## config.mk

```make
export PLATFORM = sky130hd
export DESIGN_NAME = button_debounce
export DESIGN_NICKNAME = d
export VERILOG_FILES = /design/src/rtl/button_debounce_pkg.sv /design/src/rtl/sync_2ff.sv /design/src/rtl/button_debounce.sv
export SDC_FILE = /design/constraint.sdc
export NUM_CORES = 1
export LEC_CHECK = 0
export ABC_AREA = 1
export CAP_MARGIN = 5
export CORE_ASPECT_RATIO = 0.9
export CORE_MARGIN = 10
export CORE_UTILIZATION = 35
export DETAILED_ROUTE_END_ITERATION = 16
export PLACE_DENSITY = 0.63
export SLEW_MARGIN = 40
export SYNTH_ARGS = -nofsm -noshare
export SYNTH_HDL_FRONTEND = slang
export SYNTH_SLANG_ARGS = --single-unit
```

## constraint.sdc

```tcl
create_clock -name Clock -period 2.45 [get_ports Clock]
set_input_delay 0.245 -clock Clock [delete_from_list [all_inputs] [get_ports Clock]]
set_output_delay 0.245 -clock Clock [all_outputs]
set_load 0.03 [all_outputs]
```

## src/rtl/button_debounce_pkg.sv

```systemverilog
// rtl/button_debounce_pkg.sv - shared constants and width helper for board input conditioning
//
// Purpose : constants shared by the button debouncer and future board-input
//           conditioning blocks.
// Contents: DEBOUNCE_DEFAULT - default debounce length in clock cycles
//                              (1 ms at CLK_HZ)
//           CLK_HZ           - board system clock frequency
//           debounce_width() - width of a counter that must reach cycles-1,
//                              never less than one bit
package button_debounce_pkg;

    localparam int DEBOUNCE_DEFAULT = 16000;
    localparam int CLK_HZ           = 16000000;

    // A counter that must reach cycles-1 needs clog2(cycles) bits.
    // A single-cycle debounce still needs one bit to hold zero.
    function automatic int debounce_width(input int cycles);
        int w;
        w = $clog2(cycles);
        return (w < 1) ? 1 : w;
    endfunction

endpackage

```

## src/rtl/sync_2ff.sv

```systemverilog
// rtl/sync_2ff.sv - 1-bit two-flop synchroniser with synchronous reset
//
// Purpose : brings one asynchronous board input into the clk domain. The
//           input feeds the first flop directly, with no logic in front of it.
// Ports   : clk - destination clock
//           rst - synchronous active-high reset, clears both stages
//           d   - asynchronous input
//           q   - synchronised output, two clk edges behind d
module sync_2ff (
    input  logic clk,
    input  logic rst,
    input  logic d,
    output logic q
);

    logic s1;

    always_ff @(posedge clk) begin
        if (rst) begin
            s1 <= 1'b0;
            q  <= 1'b0;
        end else begin
            s1 <= d;
            q  <= s1;
        end
    end

endmodule

```

## src/rtl/button_debounce.sv

```systemverilog
// rtl/button_debounce.sv - synchronised, debounced button with press/release pulses and press counter
//
// Purpose : conditions the raw button pin for the SoC. It provides a clean
//           level, one-cycle press/release pulses, and a count of presses.
// Ports   : Clock      - system clock
//           Reset      - synchronous active-high reset; overrides all other inputs
//           PinIn      - raw asynchronous pin, pressed = 1
//           ClearCount - synchronous request to zero PressCount
//           Level      - debounced level
//           Rise       - one-cycle pulse when Level becomes 1
//           Fall       - one-cycle pulse when Level becomes 0
//           PressCount - number of Rise pulses since reset or the last clear;
//                        wraps silently
// All outputs are registered, so no input reaches an output combinationally.
module button_debounce
    import button_debounce_pkg::*;
#(
    parameter int DEBOUNCE_CYCLES = DEBOUNCE_DEFAULT,
    parameter int COUNT_WIDTH     = 32
) (
    input  logic                   Clock,
    input  logic                   Reset,
    input  logic                   PinIn,
    input  logic                   ClearCount,
    output logic                   Level,
    output logic                   Rise,
    output logic                   Fall,
    output logic [COUNT_WIDTH-1:0] PressCount
);

    localparam int CNT_W = debounce_width(DEBOUNCE_CYCLES);
    localparam logic [CNT_W-1:0] CNT_LAST = CNT_W'(DEBOUNCE_CYCLES - 1);

    logic             pin_sync;
    logic [CNT_W-1:0] cnt;
    logic             differ;
    logic             expire;
    logic             press;

    sync_2ff u_sync (
        .clk (Clock),
        .rst (Reset),
        .d   (PinIn),
        .q   (pin_sync)
    );

    // The counter holds the number of consecutive edges on which the
    // synchronised pin has already disagreed with Level. Level flips on the
    // edge where the current disagreement completes a run of
    // DEBOUNCE_CYCLES disagreeing edges. The flip edge is also the edge
    // that registers the matching pulse.
    always_comb begin
        differ = (pin_sync != Level);
        expire = differ && (cnt == CNT_LAST);
        press  = expire && pin_sync;
    end

    always_ff @(posedge Clock) begin
        if (Reset) begin
            cnt        <= '0;
            Level      <= 1'b0;
            Rise       <= 1'b0;
            Fall       <= 1'b0;
            PressCount <= '0;
        end else begin
            if (!differ || expire) begin
                cnt <= '0;
            end else begin
                cnt <= cnt + CNT_W'(1);
            end

            if (expire) begin
                Level <= pin_sync;
            end

            Rise <= press;
            Fall <= expire && !pin_sync;

            // A clear on the same edge as a press still records that press.
            if (ClearCount) begin
                PressCount <= COUNT_WIDTH'(press);
            end else begin
                PressCount <= PressCount + COUNT_WIDTH'(press);
            end
        end
    end

endmodule

```

==> impl_results.md <==
- Status: finished clean
- Switching share of power: 23.8%
- XOR/XNOR Fraction of Synth Area: 2.60%
- Seq/Total Area, Yosys: 37.9%
- Synth warn: 0
- Slowest stage cell, crit path: dfxtp_2
- Combinational share of power: 2.5%
- Crit path largest cell delay: 0.34 ns
- Worst-Skew Late Latency: 0.31 ns
- Psw: 0.330 mW
- Minimum clock period: 2.23 ns
- Row count: 30
- Worst rel slew slack: 75.9%
- Number of fill cells in the layout: 769
- Top Ports: 39
- Synth unique cells: 28
- WP data arrival: 2.43 ns
- Largest family of logic cells by synthesized area: simple AND/OR/NAND/NOR gates
- Largest net degree at the start of global routing: 20
- Vias: 2,482
- CP Data Required Time: 2.65 ns
- Ys flop type: dfxtp_1
- Design Area, Final: 0.00333 mm^2
- Post-synthesis mux area share: 0%
- CTS buffer count: 5
- Setup crit end kind: flop
- Final Cycle Share: 91.0%
- Clock slew at reported path FFs: 0.10 ns
- Iter 0 DRT Violations: 86
- P&R area growth vs syn: 23.4%
- Commonest cells post-synth: nand2_1, nor2_1, inv_1
- Compound-cell area share of the yosys netlist: 8.58%
- Largest area contributor in the synthesized netlist: dfxtp_1
- Synthesized cell area: 0.00270 mm^2
- Async SR Flop Fraction: 0%
- Static leakage: 1.26 nW
- Synth Instances: 392
- Mean Syn Cell Area: 6.88 um^2
- Clock sink total: 51
- Synth top area share: 37.9%
- CTS H-Tree Depth: 2
- Maximum vdd drop: 0.221 mV
- Synth Area in Adders: 1.39%
- Setup TNS: 0 ns
- First-pass GRT wire length: 11,000 um
- RSZ-0062 raised after global routing: false
- Number of diodes: 0
- Part of the power in registers: 60.1%
- DRC violations left: 0
- First drt pass iteration count: 4
- Hold_buf cts: 0
- Post-Synth Simple-Gate Area: 41.0%
- Max-cap violations: 0
- Initial Util: 35.9%
- Vias in the first global route: 2,376
- Max Clock Freq: 448 MHz
- Die width: 113 um
- CTS tree: yes
- Synth Register Bits: 51
- Hold path startpoint: u_sync.s1$_SDFF_PP0_
- # port buffers: 38
- Post-DP HPWL: 4970 um
- Detail Route Antenna Nets: 0
- Setup crit start: cnt[0]$_SDFF_PP0_
- Max Buffers Root-to-Sink: 2
- Die Y: 103 um
- CTS root buf: clkbuf_8
- PwrDens: 417 mW/mm^2
- Largest cells by area after synthesis: dfxtp_1, nand2_1, nor2_1
- Global route overflow: 0
- Final setup fails: 0
- Gp weighted congestion: 0.806
- Post-synth EDFFs: 0
- Share of cells above drive strength 1: 12.5%
- Worst slew pin tran: 0.358 ns
- Core Footprint: 0.00751 mm^2
- Kind of critical path: flop to flop
- Critical R2R Launch: cnt[0]$_SDFF_PP0_
- Initial antenna violation count: 0
- Wirelength per Cell: 11.8 um
- Slew Viols, Final: 0
- Total GRT Usage: 11.2%
- Internal: 1.06 mW
- Worst min-delay path category: flop to flop
- Final WL: 6290 um
- Vias per cell: 4.64
- CP Launch Type: flop
- Die area: 0.0116 mm^2
- Final #Nets: 445
- Crit-path cells: ha_2 -> nand3_2 -> nor2_4 -> nand2_4 -> nor2_2 -> ha_2 -> ha_2 -> nand2_2 -> nor2_8 -> nand2_4 -> nor2_4 -> nand3_1 -> nand2_1 -> nor2_1
- CP dominant cell by count: ha_2
- Final hold vios: 0
- Clk_skew: 0.00935 ns
- Syn Nets: 399
- Cell with the most instances after synthesis: nand2_1
- Worst-path fanout max: 7
- Cell Area, Placed: 0.00318 mm^2
- Part of the power in the clock network: 37.4%
[area by class of cell]
cell class                      count  area, um^2  area share (%)
Clock buffer                        5        68.8            2.07
Multi-Input combinational cell    282        1470            44.1
Tap cell                           96         120            3.61
Clock inverter                      3        27.5           0.827
Timing Repair Buffer               42         410            12.3
Inverter                           56         210            6.32
Sequential cell                    51        1020            30.8
[what timing repair did]
| item | CTS | global route |
|---|---|---|
| gates resized for setup | 0 | 10 |
| setup buffers | 0 | 3 |
| endpoints found under the setup margin | 0 | 10 |
[final timing paths]
check	endpoint	slack, ns	cells past startpoint
min reg2reg	u_sync.q$_SDFF_PP0_	0.41	2
max	PressCount[20]$_SDFF_PP0_	0.22	14
min	u_sync.q$_SDFF_PP0_	0.41	2
max reg2reg	PressCount[20]$_SDFF_PP0_	0.22	14
[state kept, by name, summed over array words and instances, names as in the netlist]
name and count:
u_sync.s1 1, Rise 1, u_sync.q 1, PressCount 32, cnt 14, Level 1
Fall 1
[stage by stage]
| step | hold WS [ns] | cells | total power [mW] | setup slack (ns) | utilization (%) |
|---|---|---|---|---|---|
| floorplan | 0.316 | 392 | 0.873 | 0.366 | - |
| global placement | 0.390 | 524 | 0.885 | 0.234 | 42.4 |
| CTS | 0.411 | 532 | 1.41 | 0.114 | 43.7 |
| detailed placement | 0.396 | 524 | 0.887 | 0.147 | 42.4 |
| finish | 0.412 | 535 | 1.39 | 0.220 | 44.3 |
| global route | 0.446 | 535 | 1.45 | 0.00457 | 44.3 |
[worst max-delay path: cells and delay by family (launching register included)]
kind,cells,cell delay [ns]
adder cells (fa/ha/maj),3,0.55
flip-flops,1,0.34
AND/OR/NAND/NOR,11,1.22
[cell usage in the layout, fill, tap and decap left out, types with 6 or more instances in the layout]
master,synthesis,final
o21ai_0,8,8
a21oi_1,26,26
dfxtp_1,51,49
clkdlybuf4s50_1,0,38
nor2_1,71,68
nand3_1,20,20
nor2_4,6,6
nor3_1,6,6
nor2_2,4,7
inv_1,53,53
nand2_1,97,96
[power groups by stage]
stage / Clock (mW) / Sequential, mW / Combinational (mW)
2_1_floorplan: 0 / 0.853 / 0.0196
3_3_place_gp: 0 / 0.852 / 0.0337
3_5_place_dp: 0 / 0.852 / 0.0347
4_1_cts: 0.543 / 0.833 / 0.0345
5_1_grt: 0.581 / 0.833 / 0.0403
6_report: 0.519 / 0.833 / 0.0351
[cell families after synthesis]
family / count (synthesis)
flops: 51
fa+ha+maj: 3
compound gates: 42
xor+xnor: 8
buf+inv: 59
simple gates: 229
[layer usage]
| metal | global-route usage (%) | up-vias | share of wire, % | wire length [um] |
|---|---|---|---|---|
| met5 | 0 | - | 0 | 0 |
| met4 | 2.63 | 0 | 1.1 | 71 |
| met3 | 2.71 | 8 | 4.7 | 295 |
| met2 | 20.0 | 48 | 48 | 2990 |
| met1 | 13.3 | 1111 | 47 | 2940 |
| li1 | - | 1315 | - | - |
Note: power is estimated with default switching activity, not from simulation.
